===== config.mk =====
export PLATFORM = sky130hd
export DESIGN_NAME = fifo_wr_arbiter_flat
export DESIGN_NICKNAME = d
export VERILOG_FILES = /design/src/rtl/fifo_wr_arbiter_pkg.sv /design/src/rtl/fifo_wr_arbiter_if.sv /design/src/rtl/fifo_wr_arbiter_sync_2ff.sv /design/src/rtl/fifo_wr_arbiter.sv /design/src/flat_wrapper.sv
export SDC_FILE = /design/constraint.sdc
export NUM_CORES = 1
export LEC_CHECK = 0
export BUFFER_PORTS_ARGS = -buffer_cell sky130_fd_sc_hd__buf_2
export CORE_ASPECT_RATIO = 1.4
export CORE_MARGIN = 3
export CORE_UTILIZATION = 35
export DETAILED_ROUTE_END_ITERATION = 6
export PLACE_DENSITY_LB_ADDON = 0.08
export SYNTH_ARGS = -nofsm -noshare
export SYNTH_HDL_FRONTEND = slang
export SYNTH_SLANG_ARGS = --single-unit

===== constraint.sdc =====
create_clock -name CLK -period 7.4 [get_ports CLK]
set_input_delay 0.37 -clock CLK [delete_from_list [all_inputs] [get_ports CLK]]
set_output_delay 0.37 -clock CLK [all_outputs]
set_load 0.005 [all_outputs]

===== src/rtl/fifo_wr_arbiter_pkg.sv =====
// Shared types and helpers for the FIFO write arbiter.
// Round-robin pick returns the winning index together with a found flag.
package fifo_arb_pkg;

    typedef enum logic [1:0] {IDLE, SETUP, STROBE, SETTLE} arb_state_t;

    localparam int PICK_W = 5;

    typedef struct packed {
        logic              found;
        logic [PICK_W-1:0] idx;
    } rr_pick_t;

    // First set bit searching upward from ptr, wrapping modulo n (n <= 32).
    function automatic rr_pick_t rr_pick(input logic [31:0] req,
                                         input int ptr,
                                         input int n);
        rr_pick_t r;
        int       j;
        r = '0;
        for (int k = 0; k < 32; k++) begin
            if (k < n) begin
                j = ptr + k;
                if (j >= n) j = j - n;
                if (!r.found && req[j]) begin
                    r.found = 1'b1;
                    r.idx   = PICK_W'(j);
                end
            end
        end
        return r;
    endfunction

endpackage


===== src/rtl/fifo_wr_arbiter_if.sv =====
// Requester / FIFO write-side bundle of the write arbiter.
// master = arbiter side, slave = producers plus FIFO side.
interface fifo_wr_arbiter_if #(
    parameter int DATA_WIDTH = 8,
    parameter int NUM_REQ    = 4
);
    localparam int GW = $clog2(NUM_REQ);

    logic [NUM_REQ-1:0]            REQ;
    logic [NUM_REQ*DATA_WIDTH-1:0] REQ_DATA;
    logic [NUM_REQ-1:0]            ACK;
    logic                          FULL;
    logic [DATA_WIDTH-1:0]         DATA_IN;
    logic                          W_EN;
    logic [GW-1:0]                 GRANT;
    logic                          BUSY;

    modport master (
        input  REQ, REQ_DATA, FULL,
        output ACK, DATA_IN, W_EN, GRANT, BUSY
    );

    modport slave (
        output REQ, REQ_DATA, FULL,
        input  ACK, DATA_IN, W_EN, GRANT, BUSY
    );

endinterface


===== src/rtl/fifo_wr_arbiter_sync_2ff.sv =====
// Multi-flop synchronizer with a selectable reset value.
// Used to bring the asynchronous FIFO FULL flag into the arbiter clock domain.
module sync_2ff #(
    parameter int   STAGES  = 2,
    parameter logic RST_VAL = 1'b1
) (
    input  logic i_clk,
    input  logic i_rst,
    input  logic i_d,
    output logic o_q
);

    logic [STAGES-1:0] r_sync;

    always_ff @(posedge i_clk) begin
        if (i_rst) begin
            r_sync <= {STAGES{RST_VAL}};
        end else begin
            r_sync <= {r_sync[STAGES-2:0], i_d};
        end
    end

    assign o_q = r_sync[STAGES-1];

endmodule


===== src/rtl/fifo_wr_arbiter.sv =====
// Round-robin burst scheduler sharing one async FIFO write port.
// Each word: data setup cycle, one-cycle W_EN strobe, then a settle wait for FULL.
module fifo_wr_arbiter
    import fifo_arb_pkg::*;
#(
    parameter int DATA_WIDTH  = 8,
    parameter int NUM_REQ     = 4,
    parameter int MAX_BURST   = 4,
    parameter int SYNC_STAGES = 2
) (
    input  logic              CLK,
    input  logic              RST,
    fifo_wr_arbiter_if.master bus
);

    localparam int GW = $clog2(NUM_REQ);
    localparam int BW = $clog2(MAX_BURST + 1);
    localparam int SW = $clog2(SYNC_STAGES + 2);

    arb_state_t              r_state;
    arb_state_t              w_nxt_state;
    logic [GW-1:0]           r_grant;
    logic [GW-1:0]           r_rr_ptr;
    logic [GW-1:0]           w_sel;
    logic [GW-1:0]           w_ptr_inc;
    logic [BW-1:0]           r_burst_cnt;
    logic [SW-1:0]           r_settle_cnt;
    logic [DATA_WIDTH-1:0]   r_data;
    logic                    r_wen;
    logic [NUM_REQ-1:0]      r_ack;
    logic [NUM_REQ-1:0]      w_onehot;
    logic                    w_full_s;
    logic                    w_settle_done;
    logic                    w_more;
    rr_pick_t                w_pick;

    sync_2ff #(
        .STAGES  (SYNC_STAGES),
        .RST_VAL (1'b1)
    ) u_full_sync (
        .i_clk (CLK),
        .i_rst (RST),
        .i_d   (bus.FULL),
        .o_q   (w_full_s)
    );

    assign w_pick        = rr_pick(32'(bus.REQ), int'(r_rr_ptr), NUM_REQ);
    assign w_sel         = (r_state == IDLE) ? GW'(w_pick.idx) : r_grant;
    assign w_settle_done = (r_settle_cnt == SW'(SYNC_STAGES));
    assign w_more        = bus.REQ[r_grant] && (r_burst_cnt < BW'(MAX_BURST));
    assign w_onehot      = NUM_REQ'(1) << r_grant;
    assign w_ptr_inc     = (r_grant == GW'(NUM_REQ - 1)) ? '0 : r_grant + GW'(1);

    always_comb begin
        w_nxt_state = r_state;
        unique case (r_state)
            IDLE:   if (w_pick.found && !w_full_s) w_nxt_state = SETUP;
            SETUP:  w_nxt_state = STROBE;
            STROBE: w_nxt_state = SETTLE;
            SETTLE: begin
                // Stall here while full; the pending grant survives the stall.
                if (w_settle_done && !w_full_s) begin
                    w_nxt_state = w_more ? SETUP : IDLE;
                end
            end
            default: w_nxt_state = IDLE;
        endcase
    end

    always_ff @(posedge CLK) begin
        if (RST) begin
            r_state      <= IDLE;
            r_grant      <= '0;
            r_rr_ptr     <= '0;
            r_burst_cnt  <= '0;
            r_settle_cnt <= '0;
            r_data       <= '0;
            r_wen        <= 1'b0;
            r_ack        <= '0;
        end else begin
            r_state <= w_nxt_state;
            r_wen   <= (w_nxt_state == STROBE);
            r_ack   <= (w_nxt_state == STROBE) ? w_onehot : '0;
            if (w_nxt_state == SETUP) begin
                r_data <= bus.REQ_DATA[w_sel*DATA_WIDTH +: DATA_WIDTH];
            end
            unique case (r_state)
                IDLE: begin
                    if (w_nxt_state == SETUP) begin
                        r_grant     <= w_sel;
                        r_burst_cnt <= '0;
                    end
                end
                STROBE: begin
                    r_burst_cnt  <= r_burst_cnt + BW'(1);
                    r_settle_cnt <= '0;
                end
                SETTLE: begin
                    if (!w_settle_done) r_settle_cnt <= r_settle_cnt + SW'(1);
                    if (w_nxt_state == IDLE) r_rr_ptr <= w_ptr_inc;
                end
                default: ;
            endcase
        end
    end

    assign bus.ACK     = r_ack;
    assign bus.DATA_IN = r_data;
    assign bus.W_EN    = r_wen;
    assign bus.GRANT   = r_grant;
    assign bus.BUSY    = (r_state != IDLE);

endmodule


===== src/flat_wrapper.sv =====
// flat-port wrapper written by rule: the top's interface ports become plain ports
module fifo_wr_arbiter_flat import fifo_arb_pkg::*;
#(
    parameter int DATA_WIDTH  = 8,
    parameter int NUM_REQ     = 4,
    parameter int MAX_BURST   = 4,
    parameter int SYNC_STAGES = 2
)
  (CLK, RST, bus_REQ, bus_REQ_DATA, bus_FULL, bus_ACK, bus_DATA_IN, bus_W_EN, bus_GRANT, bus_BUSY);
  fifo_wr_arbiter_if #(.DATA_WIDTH(DATA_WIDTH), .NUM_REQ(NUM_REQ)) bus_i ();
  input  logic CLK;
  input  logic RST;
  input wire logic [$bits(bus_i.REQ)-1:0] bus_REQ;
  input wire logic [$bits(bus_i.REQ_DATA)-1:0] bus_REQ_DATA;
  input wire logic [$bits(bus_i.FULL)-1:0] bus_FULL;
  output wire logic [$bits(bus_i.ACK)-1:0] bus_ACK;
  output wire logic [$bits(bus_i.DATA_IN)-1:0] bus_DATA_IN;
  output wire logic [$bits(bus_i.W_EN)-1:0] bus_W_EN;
  output wire logic [$bits(bus_i.GRANT)-1:0] bus_GRANT;
  output wire logic [$bits(bus_i.BUSY)-1:0] bus_BUSY;
  assign bus_i.REQ = bus_REQ;
  assign bus_i.REQ_DATA = bus_REQ_DATA;
  assign bus_i.FULL = bus_FULL;
  assign bus_ACK = bus_i.ACK;
  assign bus_DATA_IN = bus_i.DATA_IN;
  assign bus_W_EN = bus_i.W_EN;
  assign bus_GRANT = bus_i.GRANT;
  assign bus_BUSY = bus_i.BUSY;
  fifo_wr_arbiter #(.DATA_WIDTH(DATA_WIDTH), .NUM_REQ(NUM_REQ), .MAX_BURST(MAX_BURST), .SYNC_STAGES(SYNC_STAGES)) u_core (.CLK(CLK), .RST(RST), .bus(bus_i));
endmodule

== After elaboration in Yosys (flattened, before gate mapping) ==
Index checks and enable logic that the tools add are counted.

* Reduce and logical (&&, ||, !) cells: 20
* Add/subtract/negate cells: 10
* Shift operators: 2
* Bitwise gates (word level): 1
* Order comparisons: 10
* Equal/unequal tests: 9
* Multiplexer cells: 32

{| class="wikitable"
|+ Operators with widths
! cell !! number
|-
| $lt A32 B7 Y1 const B || 4
|-
| $mux W32 || 4
|-
| $ge A32 B4 Y1 const B || 3
|-
| $sub A32 B4 Y32 const B || 3
|-
| $shiftx A32 B6 Y8 || 1
|-
| $mux W6 || 4
|-
| $bmux W1 S5 || 4
|-
| $eq A2 B2 Y1 const B || 5
|-
| $mux W1 || 10
|-
| $mux W2 || 5
|-
| $pmux W2 S4 || 1
|-
| $reduce_and A2 Y1 || 4
|-
| $add A2 B2 Y3 const B || 2
|-
| $logic_and A1 B1 Y1 || 6
|-
| $pmux W3 S2 || 1
|-
| $reduce_bool A2 Y1 || 3
|-
| $add A2 B1 Y2 const B || 2
|-
| $eq A2 B1 Y1 const B || 2
|-
| $logic_not A1 Y1 || 4
|-
| $logic_not A2 Y1 || 2
|-
| $ne A2 B2 Y1 const B || 2
|-
| $pmux W2 S2 || 1
|-
| $shl A1 B2 Y4 const A || 1
|-
| $sub A2 B3 Y4 const B || 1
|-
| other kinds (9) || 9
|}

* Logic and storage cells: 93
* Bits of input ports: 39
* Output and inout bits: 16
* Register bits: 26

== Longest topological paths before layout ==
* Word-level depth: 21
* Gate-level depth with buffers: 10
* Mapped depth without buffers: 8

== Cells and area by module ==
A second synthesis with hierarchy kept.

* Cells, all modules: 165
* Area, all modules: 1560.2 um^2

{| class="wikitable"
|+ Modules (own cells, without submodules)
! module !! cells each !! sequential area each (um^2) !! area an instance (um^2) !! instances
|-
| fifo_wr_arbiter || 161 || 480.5 || 1507.7 || 1
|-
| sync_2ff || 4 || 40.0 || 52.6 || 1
|}

== Least setup slack after synthesis ==
No wires, ideal clock.

* Kind: reg-to-reg
* Start: register u_core.r_rr_ptr[0]
* End: register u_core.r_data[0], in the netlist u_core.bus.DATA_IN[0]
* Period minus slack after synthesis: 2.732 ns
* Setup time: 0.128 ns
* Path slack: 4.668 ns
* Arrival: 2.604 ns
* Cell stages (with the launch flop): 10
* Buffers on the path: 2
* Data required time: 7.272 ns
* Path through: dfxtp_1 > buf_6 > inv_1 > ha_1 > nor3_1 > o41ai_1 > a21oi_2 > buf_4 > mux2i_1 > o221ai_2

* Longest elaborated chain between the ends: 19
* Elaborated cells on any way between the ends: 43
* Classes of those cells: add/sub (7); order compare (4); eq/ne (1); shift (1); mux (23); reduce/logical (7)

{| class="wikitable"
|+ Ends and longest elaborated chain
! what !! line !! RTL
|-
| from (decl) || fifo_wr_arbiter.sv:23 || <nowiki>logic [GW-1:0] r_rr_ptr;</nowiki>
|-
| from (signal assigned) || fifo_wr_arbiter.sv:100 || <nowiki>if (w_nxt_state == IDLE) r_rr_ptr <= w_ptr_inc;</nowiki>
|-
| branches (longest 14 deep; another with $sub A32 B4 Y32) || n/a ||
|-
| $mux W6 * || fifo_wr_arbiter_pkg.sv:25 || <nowiki>if (!r.found && req[j]) begin</nowiki>
|-
| branches (longest 4 deep; another with $shiftx A32 B6 Y8) || n/a ||
|-
| to (signal assigned) || fifo_wr_arbiter.sv:85 || <nowiki>r_data <= bus.REQ_DATA[w_sel*DATA_WIDTH +: DATA_WIDTH];</nowiki>
|-
| to (decl) || fifo_wr_arbiter.sv:28 || <nowiki>logic [DATA_WIDTH-1:0] r_data;</nowiki>
|}

Every way passes the cells marked *. The select of a mux whose other input is x is not followed.
A chain may end at the register's enable or synchronous reset.

== Final worst setup path ==
Same ends and word-level chain as after synthesis.

==> flow_metrics.env <==
export IMPL_fin_util=0.4545
export IMPL_fin_cells=278
export IMPL_power_density_nw_per_um2=161.6
export IMPL_synth_seq_area_share=0.3232
export IMPL_nets=266
export IMPL_fin_total_pwr_uw=319.0
export IMPL_crit_chain="inv_1, ha_1, nor3_1, o41ai_1, a21oi_2, mux2i_1, o221ai_2"
export IMPL_dp_hpwl_mm=3.114
export IMPL_critPathKind="reg2reg"
export IMPL_synthTopCellsByArea="dfxtp_1 32%, mux2i_1 14%, ha_1 6.2%"
export IMPL_synth_xor_area_frac=0
export IMPL_coreArea_um2=4344
export IMPL_rsz0062_at_grt="no"
export IMPL_cts_buffers=3
export IMPL_nFillCells=454
export IMPL_clock_sinks=26
export IMPL_crit_required_ns=7.56
export IMPL_worstSkewPairLatency_ns=0.28
export IMPL_worstMarginPinSlew_ns=1.115
export IMPL_port_buffers=54
export IMPL_setup_tns_final_ns=0
export IMPL_drc=0
export IMPL_cp_max_fo=16
export IMPL_clockBufferDepth=2
export IMPL_slew_headroom=0.2566
export IMPL_syn2layout_area_growth_pct=22.61
export IMPL_synthAdderAreaFrac=0.06216
export IMPL_crit_path_start_kind="flop"
export IMPL_post_place_cells=274
export IMPL_synth_seq_cells=26
export IMPL_hold_buffers=0
export IMPL_layout_drive_gt1_share=0.3486
export IMPL_post_cts_resized=0
export IMPL_firstDrtPassIters=4
export IMPL_grt_overflow_total=0
export IMPL_htree_num_levels=1
export IMPL_fin_ws_ns=3.897
export IMPL_cts_root_buf="clkbuf_8"
export IMPL_cp_slowest_stage_delay_ns=0.83
export IMPL_viasPerCell=5.122
export IMPL_grt_usage=0.1508
export IMPL_intPower_uw=242.4
export IMPL_diodes=0
export IMPL_grt_pass1_wl_mm=6.624
export IMPL_synth_top_family_by_area="simple AND/OR/NAND/NOR gates"
export IMPL_clock_skew_ns=0.003313
export IMPL_grt_antenna_before_repair=0
export IMPL_die_y_um=86.26
export IMPL_gp_congestion=0.7974
export IMPL_ir_worst_vdd_mv=0.06537
export IMPL_slew_violations=0
export IMPL_cts_setup_buffers=0
export IMPL_routed_wl_mm=3.891
export IMPL_crit_path_end_kind="flop"
export IMPL_dr_total_vias=1424
export IMPL_synth_compound_area_frac=0.1795
export IMPL_hold_viol=0
export IMPL_p_sw_uw=76.59
export IMPL_row_count=28
export IMPL_crit_arrival_ns=3.66
export IMPL_outcome="finished, final reports clean"
export IMPL_synth_nets=214
export IMPL_slowest_stage="a21oi_2"
export IMPL_fp_dieW_um=63.33
export IMPL_period_minus_slack_ns=3.503
export IMPL_critical_path_top_delay_family="compound AO/OA/AOI/OAI gates"
export IMPL_synthSimpleGateAreaFrac=0.2098
export IMPL_grt_pass1_vias=1510
export IMPL_place_worst_setup_slack_ns=3.905
export IMPL_switching_share=0.2401
export IMPL_pin_count=55
export IMPL_syn_avg_cell_area_um2=9.642
export IMPL_ys_warn_count=0
export IMPL_mostFrequentLayoutCell="buf_2"
export IMPL_p_leak_nw=0.9014
export IMPL_hp_class="in2reg"
export IMPL_pwr_share_comb=0.162
export IMPL_synth_area_leader_cell="dfxtp_1"
export IMPL_drt_iter0_drc=28
export IMPL_final_cell_mix="54 x buf_2, 26 x dfxtp_1, 22 x mux2i_1"
export IMPL_synth_top_area_frac=0.3232
export IMPL_finalSetupViolations=0
export IMPL_synthMuxAreaShare=0.1810
export IMPL_wire_per_inst_um=14.00
export IMPL_cts_tree="yes"
export IMPL_dieArea_um2=5462
export IMPL_synthesis_area_um2=1610
export IMPL_synth_cells=167
export IMPL_cap_violations=0
export IMPL_grt_max_degree=17
export IMPL_clkTransAtPathRegs_ns=0.09
export IMPL_clkPwrFrac=0.372
export IMPL_period_share=0.4733
export IMPL_initial_core_util=0.3707
export IMPL_fmax_mhz=285.5
export IMPL_crit_buf_inv=1
export IMPL_ant_nets=0
export IMPL_synth_cell_type_count=44
export IMPL_seqPwrFrac=0.465
## power by group through the flow
stage | clock network, mW | registers [mW] | logic [mW]
CTS | 0.123 | 0.148 | 0.0526
global placement | 0 | 0.151 | 0.0510
global route | 0.130 | 0.149 | 0.0574
floorplan | 0 | 0.151 | 0.0326
detailed placement | 0 | 0.152 | 0.0525
finish | 0.119 | 0.148 | 0.0518
## metrics by stage
step | area [µm²] | hold slack [ns]
floorplan | 1610 | 0.3895
global placement | 1903 | 0.3975
detailed placement | 1903 | 0.3940
CTS | 1974 | 0.2651
global route | 1974 | 0.2622
finish | 1974 | 0.2709
## flip-flops by register name, summed over array words and instances, names as in the netlist
| name | cells |
|---|---|
| u_core.bus.DATA_IN | 8 |
| u_core.u_full_sync.r_sync | 2 |
| u_core.bus.GRANT | 2 |
| u_core.r_burst_cnt | 3 |
| u_core.r_rr_ptr | 2 |
| u_core.bus.W_EN | 1 |
| u_core.bus.ACK | 4 |
| u_core.r_state | 2 |
| u_core.r_settle_cnt | 2 |
## metal layers
layer | part of all wire | global-route usage | vias to the layer above
li1 | - | - | 711
met1 | 0.40 | 0.1607 | 652
met2 | 0.52 | 0.2766 | 51
met3 | 0.061 | 0.03632 | 10
met4 | 0.022 | 0.07073 | 0
met5 | 0 | 0 | -
## path summary, 6_finish.rpt
path	from	to	slack, ns	cells past startpoint
hold / removal	bus_FULL	u_core.u_full_sync.r_sync[0]	0.27	2
setup reg to reg	u_core.r_rr_ptr[0]	u_core.bus.DATA_IN[0]	3.90	7
setup / recovery	u_core.r_rr_ptr[0]	u_core.bus.DATA_IN[0]	3.90	7
hold reg to reg	u_core.u_full_sync.r_sync[0]	u_core.u_full_sync.r_sync[1]	0.41	1
## Yosys cell counts (all sizes together)
cell / count
nand3: 4
o41ai: 2
a21bo: 2
clkbuf: 2
o31ai: 2
nand2: 18
nor3b: 4
or3b: 1
dfxtp: 26
and2: 2
a311oi: 1
mux2: 2
mux2i: 22
a221o: 1
buf: 5
mux4: 2
a21oi: 9
nand2b: 3
o41a: 1
and3: 2
ha: 8
o221ai: 8
nor2: 15
nor3: 4
or4b: 1
o21ai: 4
a31oi: 1
a41oi: 1
nor2b: 3
nand4b: 1
inv: 5
or2: 2
nand3b: 2
o21bai: 1
## area by class of cell
| cell class | instances | area (µm²) | area share |
|---|---|---|---|
| Clock buffer | 3 | 41.29 | 0.02091 |
| Clock inverter | 1 | 30.03 | 0.01521 |
| Inverter | 5 | 18.77 | 0.009506 |
| Multi-Input combinational cell | 129 | 1018 | 0.5158 |
| Sequential cell | 26 | 520.5 | 0.2636 |
| Tap cell | 60 | 75.07 | 0.03802 |
| Timing Repair Buffer | 54 | 270.3 | 0.1369 |
## logic make-up after synthesis
group | Yosys count
and+or+nand+nor | 62
buffers and inverters | 12
AOI/OAI and AO/OA | 33
DFF | 26
muxes | 26
adders and majority gates | 8
(Power assumes the default switching activity.)
